--- src/rtl/seg7_scan_decoder.sv ---
`default_nettype none
// ------------------------------------------------------------------
// seg7_scan_decoder : rebuilds a full frame from a scanned 7-seg bus
// rev 1.0
// ------------------------------------------------------------------
module seg7_scan_decoder #(
  parameter int NDIG = 8
) (
  input  logic              clk,
  input  logic              rst_n,
  input  logic [7:0]        seg,
  input  logic [NDIG-1:0]   dig_sel,
  input  logic              in_valid,
  output logic [4*NDIG-1:0] value,
  output logic [NDIG-1:0]   dp,
  output logic [NDIG-1:0]   err,
  output logic [NDIG-1:0]   blank,
  output logic              out_valid,
  input  logic              out_ready,
  output logic              overrun,
  output logic [7:0]        bad_sel_cnt
);

  typedef enum logic {ST_EMPTY = 1'b0, ST_FULL = 1'b1} state_t;

  state_t            r_state;
  logic [4*NDIG-1:0] r_sh_value;
  logic [NDIG-1:0]   r_sh_dp;
  logic [NDIG-1:0]   r_sh_err;
  logic [NDIG-1:0]   r_sh_blank;
  logic [NDIG-1:0]   r_mask;

  logic [3:0]        w_nib;
  logic              w_err;
  logic              w_blank;
  logic              w_dp;
  logic [NDIG-1:0]   w_low;
  logic [NDIG-1:0]   w_wr;
  logic [NDIG-1:0]   w_mask_nxt;
  logic              w_onehot;
  logic              w_accept;
  logic              w_bad;
  logic              w_complete;
  logic              w_load;
  logic [4*NDIG-1:0] w_nxt_value;
  logic [NDIG-1:0]   w_nxt_dp;
  logic [NDIG-1:0]   w_nxt_err;
  logic [NDIG-1:0]   w_nxt_blank;

  always_comb begin
    w_nib   = 4'h0;
    w_err   = 1'b0;
    w_blank = 1'b0;
    case (seg[7:1])
      7'b0000001: w_nib = 4'h0;
      7'b1001111: w_nib = 4'h1;
      7'b0010010: w_nib = 4'h2;
      7'b0000110: w_nib = 4'h3;
      7'b1001100: w_nib = 4'h4;
      7'b0100100: w_nib = 4'h5;
      7'b0100000: w_nib = 4'h6;
      7'b0001111: w_nib = 4'h7;
      7'b0000000: w_nib = 4'h8;
      7'b0000100: w_nib = 4'h9;
      7'b0001000: w_nib = 4'hA;
      7'b1100000: w_nib = 4'hB;
      7'b0110001: w_nib = 4'hC;
      7'b1000010: w_nib = 4'hD;
      7'b0110000: w_nib = 4'hE;
      7'b0111000: w_nib = 4'hF;
      7'b1111111: w_blank = 1'b1;
      default:    w_err   = 1'b1;
    endcase
  end

  assign w_dp = ~seg[0];

  // A sample is only usable when exactly one active-low select is asserted.
  assign w_low      = ~dig_sel;
  assign w_onehot   = (w_low != '0) && ((w_low & (w_low - NDIG'(1))) == '0);
  assign w_accept   = in_valid & w_onehot;
  assign w_bad      = in_valid & ~w_onehot;
  assign w_wr       = w_accept ? w_low : '0;
  assign w_mask_nxt = r_mask | w_wr;
  assign w_complete = w_accept & (&w_mask_nxt);
  assign w_load     = w_complete & ((r_state == ST_EMPTY) | out_ready);

  // Shadow contents merged with the sample arriving this cycle.
  for (genvar i = 0; i < NDIG; i++) begin : g_slot
    assign w_nxt_value[4*i +: 4] = w_wr[i] ? w_nib   : r_sh_value[4*i +: 4];
    assign w_nxt_dp[i]           = w_wr[i] ? w_dp    : r_sh_dp[i];
    assign w_nxt_err[i]          = w_wr[i] ? w_err   : r_sh_err[i];
    assign w_nxt_blank[i]        = w_wr[i] ? w_blank : r_sh_blank[i];
  end

  assign out_valid = (r_state == ST_FULL);

  always_ff @(posedge clk or negedge rst_n) begin
    if (!rst_n) begin
      r_state     <= ST_EMPTY;
      r_sh_value  <= '0;
      r_sh_dp     <= '0;
      r_sh_err    <= '0;
      r_sh_blank  <= '0;
      r_mask      <= '0;
      value       <= '0;
      dp          <= '0;
      err         <= '0;
      blank       <= '0;
      overrun     <= 1'b0;
      bad_sel_cnt <= 8'd0;
    end else begin
      r_sh_value <= w_nxt_value;
      r_sh_dp    <= w_nxt_dp;
      r_sh_err   <= w_nxt_err;
      r_sh_blank <= w_nxt_blank;
      r_mask     <= w_complete ? '0 : w_mask_nxt;

      if (w_bad && (bad_sel_cnt != 8'hFF))
        bad_sel_cnt <= bad_sel_cnt + 8'd1;

      if (w_load) begin
        value <= w_nxt_value;
        dp    <= w_nxt_dp;
        err   <= w_nxt_err;
        blank <= w_nxt_blank;
      end

      case (r_state)
        ST_EMPTY: begin
          if (w_complete)
            r_state <= ST_FULL;
        end
        ST_FULL: begin
          // A finished frame with nobody draining the old one is dropped.
          if (w_complete && !out_ready)
            overrun <= 1'b1;
          else if (!w_complete && out_ready)
            r_state <= ST_EMPTY;
        end
      endcase
    end
  end

endmodule
`default_nettype wire

--- config.mk ---
export PLATFORM = sky130hd
export DESIGN_NAME = seg7_scan_decoder
export DESIGN_NICKNAME = d
export VERILOG_FILES = /design/src/rtl/seg7_scan_decoder.sv
export SDC_FILE = /design/constraint.sdc
export NUM_CORES = 1
export LEC_CHECK = 0
export CAP_MARGIN = 20
export CORE_MARGIN = 5
export CORE_UTILIZATION = 48
export CTS_CLUSTER_DIAMETER = 40
export CTS_CLUSTER_SIZE = 10
export DETAILED_ROUTE_END_ITERATION = 10
export GPL_TIMING_DRIVEN = 0
export PLACE_DENSITY = 0.83
export SYNTH_ARGS = -nofsm -noshare
export SYNTH_HDL_FRONTEND = slang
export SYNTH_SLANG_ARGS = --single-unit
--- constraint.sdc ---
create_clock -name clk -period 2.1 [get_ports clk]
set_input_delay 0.42 -clock clk [delete_from_list [all_inputs] [get_ports clk]]
set_output_delay 0.42 -clock clk [all_outputs]
set_load 0.1 [all_outputs]
# [Word level (Yosys, flattened, before mapping)]
# Index checks and enable logic that the tools add are counted.
[classes] add_sub_neg=2 eq_ne=17 mux=41 bitwise=11 reduce_logical=12
[ops] cell="case mux 4 bit (15 select lines)" n=1
[ops] cell="== test 7 x 6 -> 1 bit (second input constant)" n=5
[ops] cell="== test 7 bit (second input constant)" n=5
[ops] cell="two-way mux 4 bit" n=8
[ops] cell="two-way mux 1 bit" n=29
[ops] cell="OR reduction 17 bit" n=1
[ops] cell="two-way mux 8 bit" n=2
[ops] cell="== test 7 x 3 -> 1 bit (second input constant)" n=2
[ops] cell="== test 7 x 4 -> 1 bit (second input constant)" n=2
[ops] cell="adder 8 x 1 -> 8 bit (second input constant)" n=1
[ops] cell="AND 8 bit" n=1
[ops] cell="zero test 8 bit" n=1
[ops] cell="!= test 8 bit (second input constant)" n=1
[ops] cell="NOT 8 bit" n=1
[ops] cell="OR 8 bit" n=1
[ops] cell="AND reduction 8 bit" n=1
[ops] cell="nonzero test 8 bit" n=1
[ops] cell="subtractor 8 x 1 -> 8 bit (second input constant)" n=1
[ops] cell="== test 7 x 1 -> 1 bit (second input constant)" n=1
[ops] cell="== test 7 x 5 -> 1 bit (second input constant)" n=1
[ops] cell="zero test 7 bit" n=1
[ops] cell="AND 1 bit" n=4
[ops] cell="logical AND 1 bit" n=4
[ops] cell="NOT 1 bit" n=3
[ops] cell="4 further kinds" n=5
[word_totals] regBits=130 input_bits=20 elab_cells=95

# [Longest topological paths before layout]
# Gate-level depths: netlist of run 1.
[depth] word_depth=15 depth_mapped=9 depth_no_buf=6

# [Least setup slack after synthesis of run 1]
# OpenSTA, ideal clock, no wires.
[synth_path] path_kind="in2reg" start="input dig_sel[7]" end="register blank[2]" setup_time_ps=125 arrival_ps=2399 t_required_ps=1975 slack_ps=-424 stages=9 path_buffers=3 cell_sequence="buf_2 -> nand3_2 -> nor4_4 -> o221a_1 -> nand4_1 -> nor3b_2 -> buf_4 -> buf_6 -> mux2_2"
[synth_between] elab_chain_len=11 word_cells_on_any_way=13 cone_classes="1 x add/sub; 2 x mux; 6 x bitwise; 4 x reduce/logical"
[synth_lines] element="start, declared" line="12" rtl="input logic [NDIG-1:0] dig_sel,"
[synth_lines] element="NOT 8 bit *" line="79" rtl="assign w_low = ~dig_sel;"
[synth_lines] element="subtractor 8 x 1 -> 8 bit" line="80" rtl="assign w_onehot = (w_low != '0) && ((w_low & (w_low - NDIG'(1))) == '0);"
[synth_lines] element="AND 8 bit" line="80"
[synth_lines] element="zero test 8 bit" line="80"
[synth_lines] element="logical AND 1 bit" line="80"
[synth_lines] element="AND 1 bit" line="81" rtl="assign w_accept = in_valid & w_onehot;"
[synth_lines] element="two-way mux 8 bit" line="83" rtl="assign w_wr = w_accept ? w_low : '0;"
[synth_lines] element="OR 8 bit" line="84" rtl="assign w_mask_nxt = r_mask | w_wr;"
[synth_lines] element="AND reduction 8 bit" line="85" rtl="assign w_complete = w_accept & (&w_mask_nxt);"
[synth_lines] element="AND 1 bit" line="85"
[synth_lines] element="AND 1 bit" line="86" rtl="assign w_load = w_complete & ((r_state == ST_EMPTY) | out_ready);"
[synth_lines] element="end signal, assigned" line="126" rtl="blank <= w_nxt_blank;"
[synth_lines] element="end, declared" line="17" rtl="output logic [NDIG-1:0] blank,"
# Mark *: on every way between the ends. The rest lies on a longest branch, timed or not.
# A chain may end at the register's enable or synchronous reset.

# [Worst setup path in the final report of run 1]
[layout_path] start="input dig_sel[5]" end="register err[1]"
[layout_between] elab_chain_len=11 word_cells_on_any_way=13 cone_classes="1 x add/sub; 2 x mux; 6 x bitwise; 4 x reduce/logical"
[layout_lines] element="NOT 8 bit *" line="79"
[layout_lines] element="subtractor 8 x 1 -> 8 bit" line="80"
[layout_lines] element="AND 8 bit" line="80"
[layout_lines] element="zero test 8 bit" line="80"
[layout_lines] element="logical AND 1 bit" line="80"
[layout_lines] element="AND 1 bit" line="81"
[layout_lines] element="two-way mux 8 bit" line="83"
[layout_lines] element="OR 8 bit" line="84"
[layout_lines] element="AND reduction 8 bit" line="85"
[layout_lines] element="AND 1 bit" line="85"
[layout_lines] element="AND 1 bit" line="86"
[layout_lines] element="end signal, assigned" line="125" rtl="err <= w_nxt_err;"
[layout_lines] element="end, declared" line="16" rtl="output logic [NDIG-1:0] err,"
# Marks and branches as above.

==> results.txt, run 1 <==
----------------------------------------------------
[Outcome]
  Run status ... finished with violations
  Violated checks ... negative setup slack

[Finish]
  Number of antenna cells inserted ... 0
  Fin nets ... 562
  Layout overhead on the synthesized area ... 41.8%
  Most common library cell in the layout ignoring fill and taps ... sky130_fd_sc_hd__dfrtp_1
  Most frequent cells in the layout ... sky130_fd_sc_hd__dfrtp_1, sky130_fd_sc_hd__mux2_4, sky130_fd_sc_hd__dlygate4sd2_1
  Design Area, Final ... 0.00781 mm²
  Share of layout cells above drive strength 1 ... 0.404
  Final design utilization ... 0.690

[Power and ir drop]
  Clk pwr share ... 0.432
  Total internal power ... 0.00466 W
  Logic pwr share ... 0.159
  Pwr dens ... 856 mW/mm²
  Part of the total power dissipated in sequential elements ... 0.409
  Psw ... 0.00202 W
  Leakage dissipation ... 3.87 nW
  Switching part of the total ... 0.303
  Worst vdd rail ir drop ... 1.50 mV

[Detailed routing]
  Count of routing violations after the opening detailed-route iteration ... 198
  1st-pass router iterations ... 5
  Post-detailed-route via-to-cell ratio ... 5.62
  Total length of routed wires ... 13.9 mm
  Number of remaining DRC errors ... 0
  Antenna violation net count after detailed routing ... 0
  Number of vias in the routed layout ... 3918
  Avg WL per Cell ... 20.0 µm

[Clock tree]
  Sinks on Clock Net ... 130
  TritonCTS clock tree ... done
  Clock transition at the register clock pins on the worst setup and hold paths after CTS ... 0.06 ns
  Clock latency reported for the late side of the worst-skew pair ... 0.42 ns
  Maximum level of the CTS H-tree ... 4
  Clock root buffer master ... sky130_fd_sc_hd__clkbuf_16
  Max clock buf depth ... 2
  CTS Buf Count ... 17

[Synthesis]
  Flop and latch count out of synthesis ... 130
  Number of enable flip-flop cells after synthesis ... 0
  Post-Syn Area ... 0.00550 mm²
  Count of cell types in the netlist ... 54
  Predominant post-synthesis flop cell ... sky130_fd_sc_hd__dfrtp_1
  Largest cells by area after synthesis ... sky130_fd_sc_hd__dfrtp_1, sky130_fd_sc_hd__mux2_2, sky130_fd_sc_hd__mux2_1
  Nets in the synthesized netlist ... 433
  Post-synth top area share ... 0.591
  Dominant cell type by area after synthesis ... sky130_fd_sc_hd__dfrtp_1
  Mean instance size in the synthesized netlist ... 13.4 µm²
  Part of the Yosys area used for sequential elements ... 0.591
  Share of flip-flops with an asynchronous set or reset after synthesis ... 1.00
  Yosys synthesis warning count ... 0
  Number of instances in the synthesized netlist ... 412

[Timing]
  Setup Total Neg Slack ... -11.45 ns
  Hold slack final ... 0.437 ns
  Total count of max-transition violations in the final report ... 0
  Max Freq ... 417 MHz
  Setup violators final ... 56
  Pin slew with the least headroom to its limit ... 0.974 ns
  Worst Clk Skew ... 0.00783 ns
  Slew margin rel. ... 0.353
  Final critical delay including setup and external delays ... 2.40 ns
  Worst-case setup margin in the final layout ... -0.299 ns
  Final Cycle Share ... 1.14
  Number of failing hold endpoints at the final stage ... 0
  RSZ-0062 raised after global routing ... true

[Worst setup path]
  Max stage delay cell, worst path ... sky130_fd_sc_hd__nor3b_2
  Data required, critical path ... 2.40 ns
  Nature of the critical path endpoint ... register
  Element type at the critical path start ... input port
  Delay of the slowest cell on the worst path ... 0.31 ns
  Path type of the worst setup path ... in2reg
  Cells traversed along the worst timing path ... buf_6 > buf_6 > buf_6 > nand3b_1 > a211o_1 > a211oi_2 > nand4_1 > nor3b_2 > buf_6 > buf_6 > buf_6 > buf_8 > mux2_4
  Category of cells accounting for the largest share of critical-path delay ... buffers and inverters
  Beginning of the critical path ... dig_sel[5]
  Worst Path Max Fanout ... 5
  Crit-path most repeated cell ... sky130_fd_sc_hd__buf_6
  Reg-to-reg startpoint ... r_mask[5]$_DFF_PN0_
  Worst path arrival time ... 2.70 ns
  Number of buffer and inverter instances along the worst setup path ... 7

[GRT]
  Global Route met2 Usage ... 0.345
  Number of global-route vias before repair ... 4247
  Maximum number of pins on one net before global-route repair ... 83
  First-pass GRT wire length ... 22.0 mm
  Number of antenna violations at the first check in global routing ... 0
  Met3 track demand over resource in global routing ... 0.0509
  Met1 track demand over resource in global routing ... 0.279
  Most Used Layer, Global Route ... met2
  Overall track demand over capacity in global routing ... 0.213
  Overflow after GRT ... 0

[Place]
  Post-DP Area ... 0.00662 mm²
  Post-detail-place hpwl ... 8.13 mm
  Port Buffer Count ... 82
  Gp weighted congestion ... 0.860

[Job]
  # Max-Cap Violations ... 0

[Die]
  Starting density of the core ... 0.486
  Core area ... 0.0113 mm²
  Die ar. ... 0.0137 mm²
  Number of I/O pins ... 86
  Num rows ... 39
  Width of the die ... 117 µm
  Die height ... 117 µm

[Worst hold path]
  Type of the tightest min-delay check ... in2reg
  Worst Hold Launch ... dig_sel[7]

----------------------------------------------------
## metrics by stage
step / worst slack (ns) / instances / total power (W)
2_1_floorplan: -0.363 / 412 / 0.00351
3_3_place_gp: -4.60 / 637 / 0.00379
3_5_place_dp: -1.61 / 639 / 0.00384
4_1_cts: -0.250 / 704 / 0.00671
5_1_grt: -0.407 / 697 / 0.00689
6_report: -0.299 / 697 / 0.00668
## Yosys cell counts (2+ instances only)
library cell                 n
sky130_fd_sc_hd__dfrtp_1   130
sky130_fd_sc_hd__mux2_2     60
sky130_fd_sc_hd__mux2_1     37
sky130_fd_sc_hd__nand2_1    17
sky130_fd_sc_hd__nor2_1     16
sky130_fd_sc_hd__clkbuf_1   12
sky130_fd_sc_hd__inv_1      10
sky130_fd_sc_hd__a21oi_1     8
sky130_fd_sc_hd__nand3_1     8
sky130_fd_sc_hd__o21ai_0     8
sky130_fd_sc_hd__mux2i_1     7
sky130_fd_sc_hd__a31oi_1     6
sky130_fd_sc_hd__buf_2       6
sky130_fd_sc_hd__xnor2_1     5
sky130_fd_sc_hd__and3_1      4
sky130_fd_sc_hd__buf_6       4
sky130_fd_sc_hd__nand2b_1    4
sky130_fd_sc_hd__nand3b_1    4
sky130_fd_sc_hd__nand4_1     4
sky130_fd_sc_hd__nor2b_1     4
sky130_fd_sc_hd__nor3_1      4
sky130_fd_sc_hd__nor3b_1     4
sky130_fd_sc_hd__o21a_1      4
sky130_fd_sc_hd__xor2_1      4
sky130_fd_sc_hd__a211oi_1    3
sky130_fd_sc_hd__nor4_1      3
sky130_fd_sc_hd__or3b_2      3
sky130_fd_sc_hd__and2_1      2
sky130_fd_sc_hd__and4_1      2
sky130_fd_sc_hd__nand4b_1    2
sky130_fd_sc_hd__nor4b_1     2
sky130_fd_sc_hd__o211ai_1    2
sky130_fd_sc_hd__o32ai_1     2
## path summary, 6_finish.rpt
path | to | slack, ns | cells after the start
setup / recovery | err[1]$_DFFE_PN0P_ | -0.30 | 13
hold / removal | r_mask[6]$_DFF_PN0_ | 0.44 | 3
setup reg to reg | err[1]$_DFFE_PN0P_ | -0.30 | 10
hold reg to reg | bad_sel_cnt[4]$_DFFE_PN0P_ | 0.48 | 1
max in group asynchronous | r_sh_value[25]$_DFF_PN0_ | 0.84 | 3
min in group asynchronous | r_sh_value[18]$_DFF_PN0_ | 0.51 | 2
## repair_timing
item,CTS,global route
buffers inserted,32,4
hold endpoints to repair,48,0
pin swaps,14,6
endpoints found under the setup margin,184,92
hold buffers,1,0
gates resized for setup,219,34
gates cloned,6,0
## metal layers
layer	vias to the layer above	wire, µm
met5	-	0
met4	0	262
met3	32	716
met2	131	6870
met1	2016	6080
li1	1739	-
## state kept, by name (all words and copies together), names as in the netlist
register / cells
bad_sel_cnt: 8
blank: 8
dp: 8
err: 8
out_valid: 1
overrun: 1
r_mask: 8
r_sh_blank: 8
r_sh_dp: 8
r_sh_err: 8
r_sh_value: 32
value: 32
## logic make-up (layout without fill, tap and decap cells)
logic type	after synthesis	in the layout	synth area share
flip-flops	130	130	0.591
multiplexers	104	104	0.211
AND/OR/NAND/NOR	92	93	0.0991
AO/OA/AOI/OAI	43	43	0.0521
buffers and inverters	33	174	0.0300
XOR/XNOR	9	9	0.0143
adder cells (fa/ha/maj)	1	1	0.00227
## worst min-delay path: stages
cell and delay [ns]:
sky130_fd_sc_hd__buf_8 0.10, sky130_fd_sc_hd__a31oi_1 0.17, sky130_fd_sc_hd__nor2b_1 0.12
## power by group through the flow
stage	clock network (W)	registers [W]	logic [W]
after floorplan	0	0.00326	0.000251
after global placement	0	0.00276	0.00103
after detailed placement	0	0.00278	0.00106
after CTS	0.00291	0.00273	0.00107
after global routing	0.00302	0.00274	0.00113
final	0.00289	0.00273	0.00106
## layout make-up
class / instances / area, µm²
plain buffers: 19 / 185
clock buffers: 18 / 429
clock inverters: 14 / 156
fillers: 778 / 3510
inverters: 10 / 37.5
multi-input cells: 250 / 2470
flip-flops and latches: 130 / 3260
well taps: 143 / 179
repair buffers: 113 / 1080
(Power assumes the default switching activity.)
==> run 2: changes to the inputs <==
--- a/config.mk
+++ b/config.mk
@@ -6,13 +6,12 @@
 export NUM_CORES = 1
 export LEC_CHECK = 0
 export CAP_MARGIN = 20
-export CORE_MARGIN = 5
-export CORE_UTILIZATION = 48
+export CORE_UTILIZATION = 54
 export CTS_CLUSTER_DIAMETER = 40
 export CTS_CLUSTER_SIZE = 10
 export DETAILED_ROUTE_END_ITERATION = 10
 export GPL_TIMING_DRIVEN = 0
-export PLACE_DENSITY = 0.83
+export PLACE_DENSITY = 0.88
 export SYNTH_ARGS = -nofsm -noshare
 export SYNTH_HDL_FRONTEND = slang
 export SYNTH_SLANG_ARGS = --single-unit
==> constraint.sdc (replaced) <==
create_clock -name clk -period 2.4 [get_ports clk]
set_input_delay 0.48 -clock clk [delete_from_list [all_inputs] [get_ports clk]]
set_output_delay 0.48 -clock clk [all_outputs]
set_load 0.1 [all_outputs]
==> run 2 against run 1 <==
The flow still finishes with violations (negative setup slack); worst hold slack lost 0.098 ns; die area shrank 23%; power down 8.1%; global-route usage grew 6.6 points; cell count fell by 2.4%; sequential share of layout area is 1.2 points higher.
==> results.txt, run 2 (same netlist as run 1, synthesis figures left out) <==
----------------------------------------------------
[Outcome]
  Run status ... finished with violations
  Violated checks ... negative setup slack

[Die]
  Core area ... 0.00982 mm² (-13%)
  Width of the die ... 103 µm (-12%)
  Num rows ... 36 (-7.7%)
  Starting density of the core ... 0.561 (+0.0743)
  Die height ... 103 µm (-12%)
  Number of I/O pins ... 86 (unchanged)
  Die ar. ... 0.0106 mm² (-23%)

[GRT]
  First-pass GRT wire length ... 21.4 mm (-2.6%)
  Number of antenna violations at the first check in global routing ... 0 (unchanged)
  Number of global-route vias before repair ... 3947 (-7.1%)
  Overflow after GRT ... 0 (unchanged)
  Overall track demand over capacity in global routing ... 0.279 (+0.0660)
  Maximum number of pins on one net before global-route repair ... 69 (-17%)

[Worst setup path]
  Nature of the critical path endpoint ... register
  Flop-to-flop setup slack ... 0 ns (+0.30 ns)
  Element type at the critical path start ... input port
  Critical path capture point ... value[23]$_DFFE_PN0P_
  Reg-to-reg startpoint ... r_mask[4]$_DFF_PN0_
  Beginning of the critical path ... dig_sel[5]
  Worst Path Max Fanout ... 5 (unchanged)
  Data required, critical path ... 2.80 ns (+0.40 ns)
  Reg-to-reg endpoint ... value[23]$_DFFE_PN0P_
  Depth of the worst register-to-register path ... 8 (-2)
  Worst path arrival time ... 2.82 ns (+0.12 ns)
  Path type of the worst setup path ... in2reg

[Timing]
  RSZ-0062 raised after global routing ... true
  Slew margin rel. ... 0.342 (-0.0107)
  Final Cycle Share ... 1.01
  Number of failing hold endpoints at the final stage ... 0 (unchanged)
  Pin slew with the least headroom to its limit ... 0.990 ns (+0.0161 ns)
  Total count of max-transition violations in the final report ... 0 (unchanged)
  Worst-case setup margin in the final layout ... -0.0155 ns (+0.284 ns)
  Max Freq ... 414 MHz
  Setup violators final ... 2 (-96%)
  Worst Clk Skew ... 0.00560 ns (-0.00223 ns)
  Hold slack final ... 0.339 ns (-0.0981 ns)
  Final critical delay including setup and external delays ... 2.42 ns

[Power and ir drop]
  Clk pwr share ... 0.461 (+0.029)
  Leakage dissipation ... 3.90 nW (+0.82%)
  Post-route total power ... 0.00614 W (-8.1%)
  Psw ... 0.00176 W (-13%)
  Part of the total power dissipated in sequential elements ... 0.388 (-0.021)
  Total internal power ... 0.00438 W (-6.1%)
  Worst vdd rail ir drop ... 0.668 mV (-55%)
  Switching part of the total ... 0.287 (-0.0156)
  Pwr dens ... 811 mW/mm² (-5.2%)
  Logic pwr share ... 0.151 (-0.008)

[Worst hold path]
  Type of the tightest min-delay check ... in2reg

[Clock tree]
  Clock root buffer master ... sky130_fd_sc_hd__clkbuf_8
  Clock transition at the register clock pins on the worst setup and hold paths after CTS ... 0.06 ns (about the same)
  Max clock buf depth ... 2 (unchanged)
  Sinks on Clock Net ... 130 (unchanged)
  Clock latency reported for the late side of the worst-skew pair ... 0.53 ns (+0.11 ns)
  TritonCTS clock tree ... done
  Maximum level of the CTS H-tree ... 4 (unchanged)
  CTS Buf Count ... 17 (unchanged)

[Finish]
  Most frequent cells in the layout ... sky130_fd_sc_hd__dfrtp_1, sky130_fd_sc_hd__dlygate4sd2_1, sky130_fd_sc_hd__mux2_2
  Share of layout cells above drive strength 1 ... 0.314 (-0.0899)
  Number of antenna cells inserted ... 0 (unchanged)
  Final-layout fill cell count ... 625 (-20%)
  Fin nets ... 555 (-1.2%)
  Top Registers ... r_sh_value: 32 flops, value: 32 flops
  Most common library cell in the layout ignoring fill and taps ... sky130_fd_sc_hd__dfrtp_1
  Layout overhead on the synthesized area ... 37.5%

[Place]
  Worst slack, placed ... -1.33 ns (+0.276 ns)
  Gp weighted congestion ... 0.982 (+14%)
  Post-detail-place hpwl ... 7.95 mm (-2.2%)
  Port Buffer Count ... 82 (unchanged)

[Detailed routing]
  Number of remaining DRC errors ... 0 (unchanged)
  Number of vias in the routed layout ... 3890 (-0.71%)
  Avg WL per Cell ... 20.4 µm (+1.8%)
  Post-detailed-route via-to-cell ratio ... 5.72 (+1.8%)
  Total length of routed wires ... 13.8 mm (-0.67%)
  Count of routing violations after the opening detailed-route iteration ... 218 (+10%)
  Antenna violation net count after detailed routing ... 0 (unchanged)
  1st-pass router iterations ... 5 (unchanged)

[Job]
  # Max-Cap Violations ... 0 (unchanged)

----------------------------------------------------
[run 2: worst min path at each step]
stage | startpoint | endpoint | slack (ns) | cells after the start
final | dig_sel[7] | r_mask[6]$_DFF_PN0_ | 0.34 | 3
after global routing | dig_sel[7] | r_sh_dp[7]$_DFF_PN0_ | 0.38 | 3
after CTS | dig_sel[7] | r_mask[6]$_DFF_PN0_ | 0.33 | 3
after detailed placement | overrun$_DFFE_PN0P_ | overrun$_DFFE_PN0P_ | 0.47 | 1
after global placement | r_sh_value[3]$_DFF_PN0_ | r_sh_value[3]$_DFF_PN0_ | 0.47 | 2
after floorplan | rst_n | bad_sel_cnt[0]$_DFFE_PN0P_ | 0.18 | 0
[run 2: repair_timing]
item / 4_1_cts / 5_1_grt
hold buffers: 1 / 0
resized for setup: 118 / 25
endpoints found under the hold margin: 62 / 0
setup endpoints to repair: 154 / 60
pin swaps: 6 / 7
cloned: 3 / 0
setup buffers: 11 / 6
[run 2: layer usage]
layer,up-vias,wire length [µm],global-route usage
li1,1717,-,-
met4,0,364,0.119
met3,34,711,0.0569
met5,-,0,0
met1,1972,5810,0.358
met2,167,6960,0.463
[run 2: critical path, stage by stage]
cell                              delay (ns)
sky130_fd_sc_hd__clkdlybuf4s15_2        0.21
sky130_fd_sc_hd__buf_6                  0.12
sky130_fd_sc_hd__nand4_1                0.22
sky130_fd_sc_hd__nor2_4                 0.24
sky130_fd_sc_hd__mux2i_4                0.28
sky130_fd_sc_hd__nand4_1                0.18
sky130_fd_sc_hd__nor3b_2                0.31
sky130_fd_sc_hd__buf_6                  0.18
sky130_fd_sc_hd__bufbuf_16              0.27
sky130_fd_sc_hd__mux2_1                 0.32
[run 2: power groups by stage]
stage                     clock [W]  combinational [W]  sequential [W]
after floorplan                   0           0.000221         0.00284
after global placement            0           0.000895         0.00241
after detailed placement          0           0.000920         0.00242
after CTS                   0.00284           0.000908         0.00238
after global routing        0.00294           0.000978         0.00239
final                       0.00283           0.000930         0.00238
[run 2: cell type report]
| type | count | area (µm²) | area share |
|---|---|---|---|
| flip-flops and latches | 130 | 3250 | 0.430 |
| inverters | 10 | 37.5 | 0.00496 |
| clock buffers | 20 | 445 | 0.0589 |
| well taps | 133 | 166 | 0.0220 |
| multi-input cells | 249 | 2300 | 0.304 |
| clock inverters | 12 | 203 | 0.0268 |
| repair buffers | 105 | 972 | 0.128 |
| plain buffers | 21 | 189 | 0.0250 |
[run 2: through the flow]
stage | area, µm² | setup TNS [ns] | std cells | utilization
2_1_floorplan | 5560 | -5.48 | 412 | -
5_1_grt | 7570 | -1.76 | 680 | 0.771
4_1_cts | 7440 | 0 | 674 | 0.758
3_5_place_dp | 6580 | -105.83 | 629 | 0.670
6_report | 7570 | -0.0298 | 680 | 0.771
3_3_place_gp | 6550 | -608.43 | 627 | 0.667
==> run 3: changes to the inputs <==
--- a/config.mk
+++ b/config.mk
@@ -12,6 +12,7 @@
 export DETAILED_ROUTE_END_ITERATION = 10
 export GPL_TIMING_DRIVEN = 0
 export PLACE_DENSITY = 0.88
+export RECOVER_POWER = 100
 export SYNTH_ARGS = -nofsm -noshare
 export SYNTH_HDL_FRONTEND = slang
 export SYNTH_SLANG_ARGS = --single-unit
==> run 3 against run 2 <==
The flow finishes with violations (max-capacitance violations, max-slew violations, negative setup slack); maximum frequency is essentially flat; combinational power down 0.5%; clock-buffer cell count unchanged; sequential cell count is the same; sequential share of layout area up 0.13 points; clock skew is essentially flat; power is 0.11% lower; cell area decreased by 0.30%; sequential power about the same; largest power group unchanged; highest routed layer unchanged.
==> results.txt, run 3 (same netlist as run 1, synthesis figures left out) <==
----------------------------------------------------
[Worst setup path]
  Data required, critical path ... 2.80 ns (about the same)
  Depth of the worst register-to-register path ... 9 (+1)
  Reg-to-reg startpoint ... r_mask[4]$_DFF_PN0_
  Reg-to-reg endpoint ... value[19]$_DFFE_PN0P_
  Worst path arrival time ... 2.82 ns (about the same)
  Path type of the worst setup path ... in2reg
  Flop-to-flop setup slack ... 0 ns (unchanged)
  Element type at the critical path start ... input port
  Worst Path Max Fanout ... 10 (+5)
  Nature of the critical path endpoint ... register

[Die]
  Core area ... 0.00982 mm² (unchanged)
  Number of I/O pins ... 86 (unchanged)
  Die ar. ... 0.0106 mm² (unchanged)
  Num rows ... 36 (unchanged)
  Width of the die ... 103 µm (unchanged)
  Die height ... 103 µm (unchanged)
  Starting density of the core ... 0.561 (unchanged)

[Detailed routing]
  Total length of routed wires ... 13.8 mm (-0.26%)
  1st-pass router iterations ... 5 (unchanged)
  Number of remaining DRC errors ... 0 (unchanged)
  Antenna violation net count after detailed routing ... 0 (unchanged)
  Number of vias in the routed layout ... 3923 (+0.85%)
  Count of routing violations after the opening detailed-route iteration ... 222 (+1.8%)
  Avg WL per Cell ... 20.3 µm (-0.26%)
  Post-detailed-route via-to-cell ratio ... 5.77 (+0.85%)

[Finish]
  Top Registers ... r_sh_value: 32 flops, value: 32 flops
  Share of layout cells above drive strength 1 ... 0.313 (-0.00183)
  Layout overhead on the synthesized area ... 37.1%
  Final design utilization ... 0.768 (-0.00229)
  Most frequent cells in the layout ... sky130_fd_sc_hd__dfrtp_1, sky130_fd_sc_hd__dlygate4sd2_1, sky130_fd_sc_hd__mux2_2
  Layout Cells excl Fill ... 680 (unchanged)
  Area taken by multi-input logic gates ... 0.00230 mm² (unchanged)
  Fin nets ... 555 (unchanged)
  Area occupied by registers ... 0.00325 mm² (unchanged)
  Final-layout fill cell count ... 629 (+0.64%)
  Most common library cell in the layout ignoring fill and taps ... sky130_fd_sc_hd__dfrtp_1
  Number of antenna cells inserted ... 0 (unchanged)

[Timing]
  RSZ-0062 raised after global routing ... true
  Hold slack final ... 0.336 ns (-0.00292 ns)
  Worst Clk Skew ... 0.00578 ns (+0.000188 ns)
  Total count of max-transition violations in the final report ... 63 (+63)
  Setup violators final ... 2 (unchanged)
  Pin slew with the least headroom to its limit ... 1.58 ns (+0.591 ns)
  Final critical delay including setup and external delays ... 2.42 ns (-0.0000777 ns)
  Final Cycle Share ... 1.01 (about the same)
  Max Freq ... 414 MHz (about the same)
  Setup Total Neg Slack ... -0.0292 ns (+0.000654 ns)
  Worst-case setup margin in the final layout ... -0.0154 ns (+0.0000777 ns)
  Number of failing hold endpoints at the final stage ... 0 (unchanged)
  Slew margin rel. ... -0.0544 (-0.397)

[GRT]
  First-pass GRT wire length ... 21.4 mm (unchanged)
  Maximum number of pins on one net before global-route repair ... 69 (unchanged)
  Overall track demand over capacity in global routing ... 0.279 (unchanged)
  Overflow after GRT ... 0 (unchanged)
  Number of antenna violations at the first check in global routing ... 0 (unchanged)
  Number of global-route vias before repair ... 3947 (unchanged)

[Power and ir drop]
  Switching part of the total ... 0.287 (about the same)
  Worst vdd rail ir drop ... 0.668 mV (about the same)
  Psw ... 0.00176 W (-0.20%)
  Pwr dens ... 813 mW/mm² (+0.19%)
  Logic pwr share ... 0.151 (about the same)
  Total internal power ... 0.00437 W (about the same)
  Leakage dissipation ... 3.89 nW (-0.29%)
  Clk pwr share ... 0.461 (about the same)
  Part of the total power dissipated in sequential elements ... 0.388 (about the same)

[Clock tree]
  Clock root buffer master ... sky130_fd_sc_hd__clkbuf_8
  Clock transition at the register clock pins on the worst setup and hold paths after CTS ... 0.06 ns (about the same)
  Max clock buf depth ... 2 (unchanged)
  Clock latency reported for the late side of the worst-skew pair ... 0.53 ns (about the same)
  CTS Buf Count ... 17 (unchanged)
  Maximum level of the CTS H-tree ... 4 (unchanged)
  Sinks on Clock Net ... 130 (unchanged)
  TritonCTS clock tree ... done

[Outcome]
  Run status ... finished with violations
  Violated checks ... max-capacitance violations, max-slew violations, negative setup slack

[Place]
  Post-detail-place hpwl ... 7.95 mm (unchanged)
  Port Buffer Count ... 82 (unchanged)
  Worst slack, placed ... -1.33 ns (unchanged)
  Inst Count DP ... 629 (unchanged)
  Gp weighted congestion ... 0.982 (unchanged)

[Worst hold path]
  Worst Hold Depth ... 3 (unchanged)
  Type of the tightest min-delay check ... in2reg
  Worst Hold Launch ... dig_sel[7]
  Destination of the worst hold path ... r_mask[6]$_DFF_PN0_

[Job]
  # Max-Cap Violations ... 1 (+1)

----------------------------------------------------
[run 3: cell types whose count changed in the layout (fill, tap and decap cells not counted), sizes merged]
cell,change
clkbuf,+2
buf,-2
[run 3: how the worst max path moves through the flow]
stage | startpoint | end | slack, ns | cells after the start
finish | dig_sel[5] | value[19]$_DFFE_PN0P_ | -0.02 | 11
global route | dig_sel[5] | value[19]$_DFFE_PN0P_ | -0.07 | 11
CTS | dig_sel[1] | value[25]$_DFFE_PN0P_ | 0.006 | 9
detailed placement | dig_sel[6] | value[22]$_DFFE_PN0P_ | -1.33 | 9
global placement | rst_n | err[3]$_DFFE_PN0P_ | -3.91 | 1
floorplan | dig_sel[7] | blank[0]$_DFFE_PN0P_ | -0.12 | 9
[run 3: cell type report]
type / count / share of cell area
Sequential cell: 130 / 0.431
Multi-Input combinational cell: 249 / 0.305
Timing Repair Buffer: 105 / 0.126
Clock buffer: 20 / 0.0590
Clock inverter: 12 / 0.0269
Buffer: 21 / 0.0250
Tap cell: 133 / 0.0221
Inverter: 10 / 0.00497
[run 3: critical path, cell delays in order]
cell and delay, ns:
sky130_fd_sc_hd__clkdlybuf4s15_2 0.21, sky130_fd_sc_hd__buf_6 0.12, sky130_fd_sc_hd__nand4_1 0.22, sky130_fd_sc_hd__nor2_4 0.24, sky130_fd_sc_hd__mux2i_4 0.28, sky130_fd_sc_hd__nand4_1 0.18, sky130_fd_sc_hd__nor3b_2 0.32, sky130_fd_sc_hd__buf_6 0.18
sky130_fd_sc_hd__buf_12 0.12, sky130_fd_sc_hd__buf_12 0.13, sky130_fd_sc_hd__mux2_1 0.34
[run 3: per-layer routing]
layer,wire (µm),global-route usage,vias up
met4,386,0.119,0
li1,-,-,1720
met5,0,0,-
met2,6950,0.463,179
met3,798,0.0569,37
met1,5670,0.358,1987
[run 3: through the flow]
step	cell area, µm²	total power [W]
finish	7550	0.00613
global placement	6550	0.00330
global route	7550	0.00631
detailed placement	6580	0.00334
floorplan	5560	0.00306
CTS	7440	0.00613
[run 3: power groups by stage]
| stage | Clock (W) | Combinational, W | Sequential [W] |
|---|---|---|---|
| after floorplan | 0 | 0.000221 | 0.00284 |
| after global placement | 0 | 0.000895 | 0.00241 |
| after detailed placement | 0 | 0.000920 | 0.00242 |
| after CTS | 0.00284 | 0.000908 | 0.00238 |
| after global routing | 0.00294 | 0.000974 | 0.00239 |
| final | 0.00283 | 0.000925 | 0.00238 |
[run 3: timing repair]
| item | CTS | global route |
|---|---|---|
| pin swaps | 6 | 7 |
| setup buffers | 11 | 6 |
| resized for setup | 118 | 25 |
| hold buffers | 1 | 0 |
| setup endpoints to repair | 154 | 60 |
| endpoints found under the hold margin | 62 | 0 |
| gates cloned | 3 | 0 |
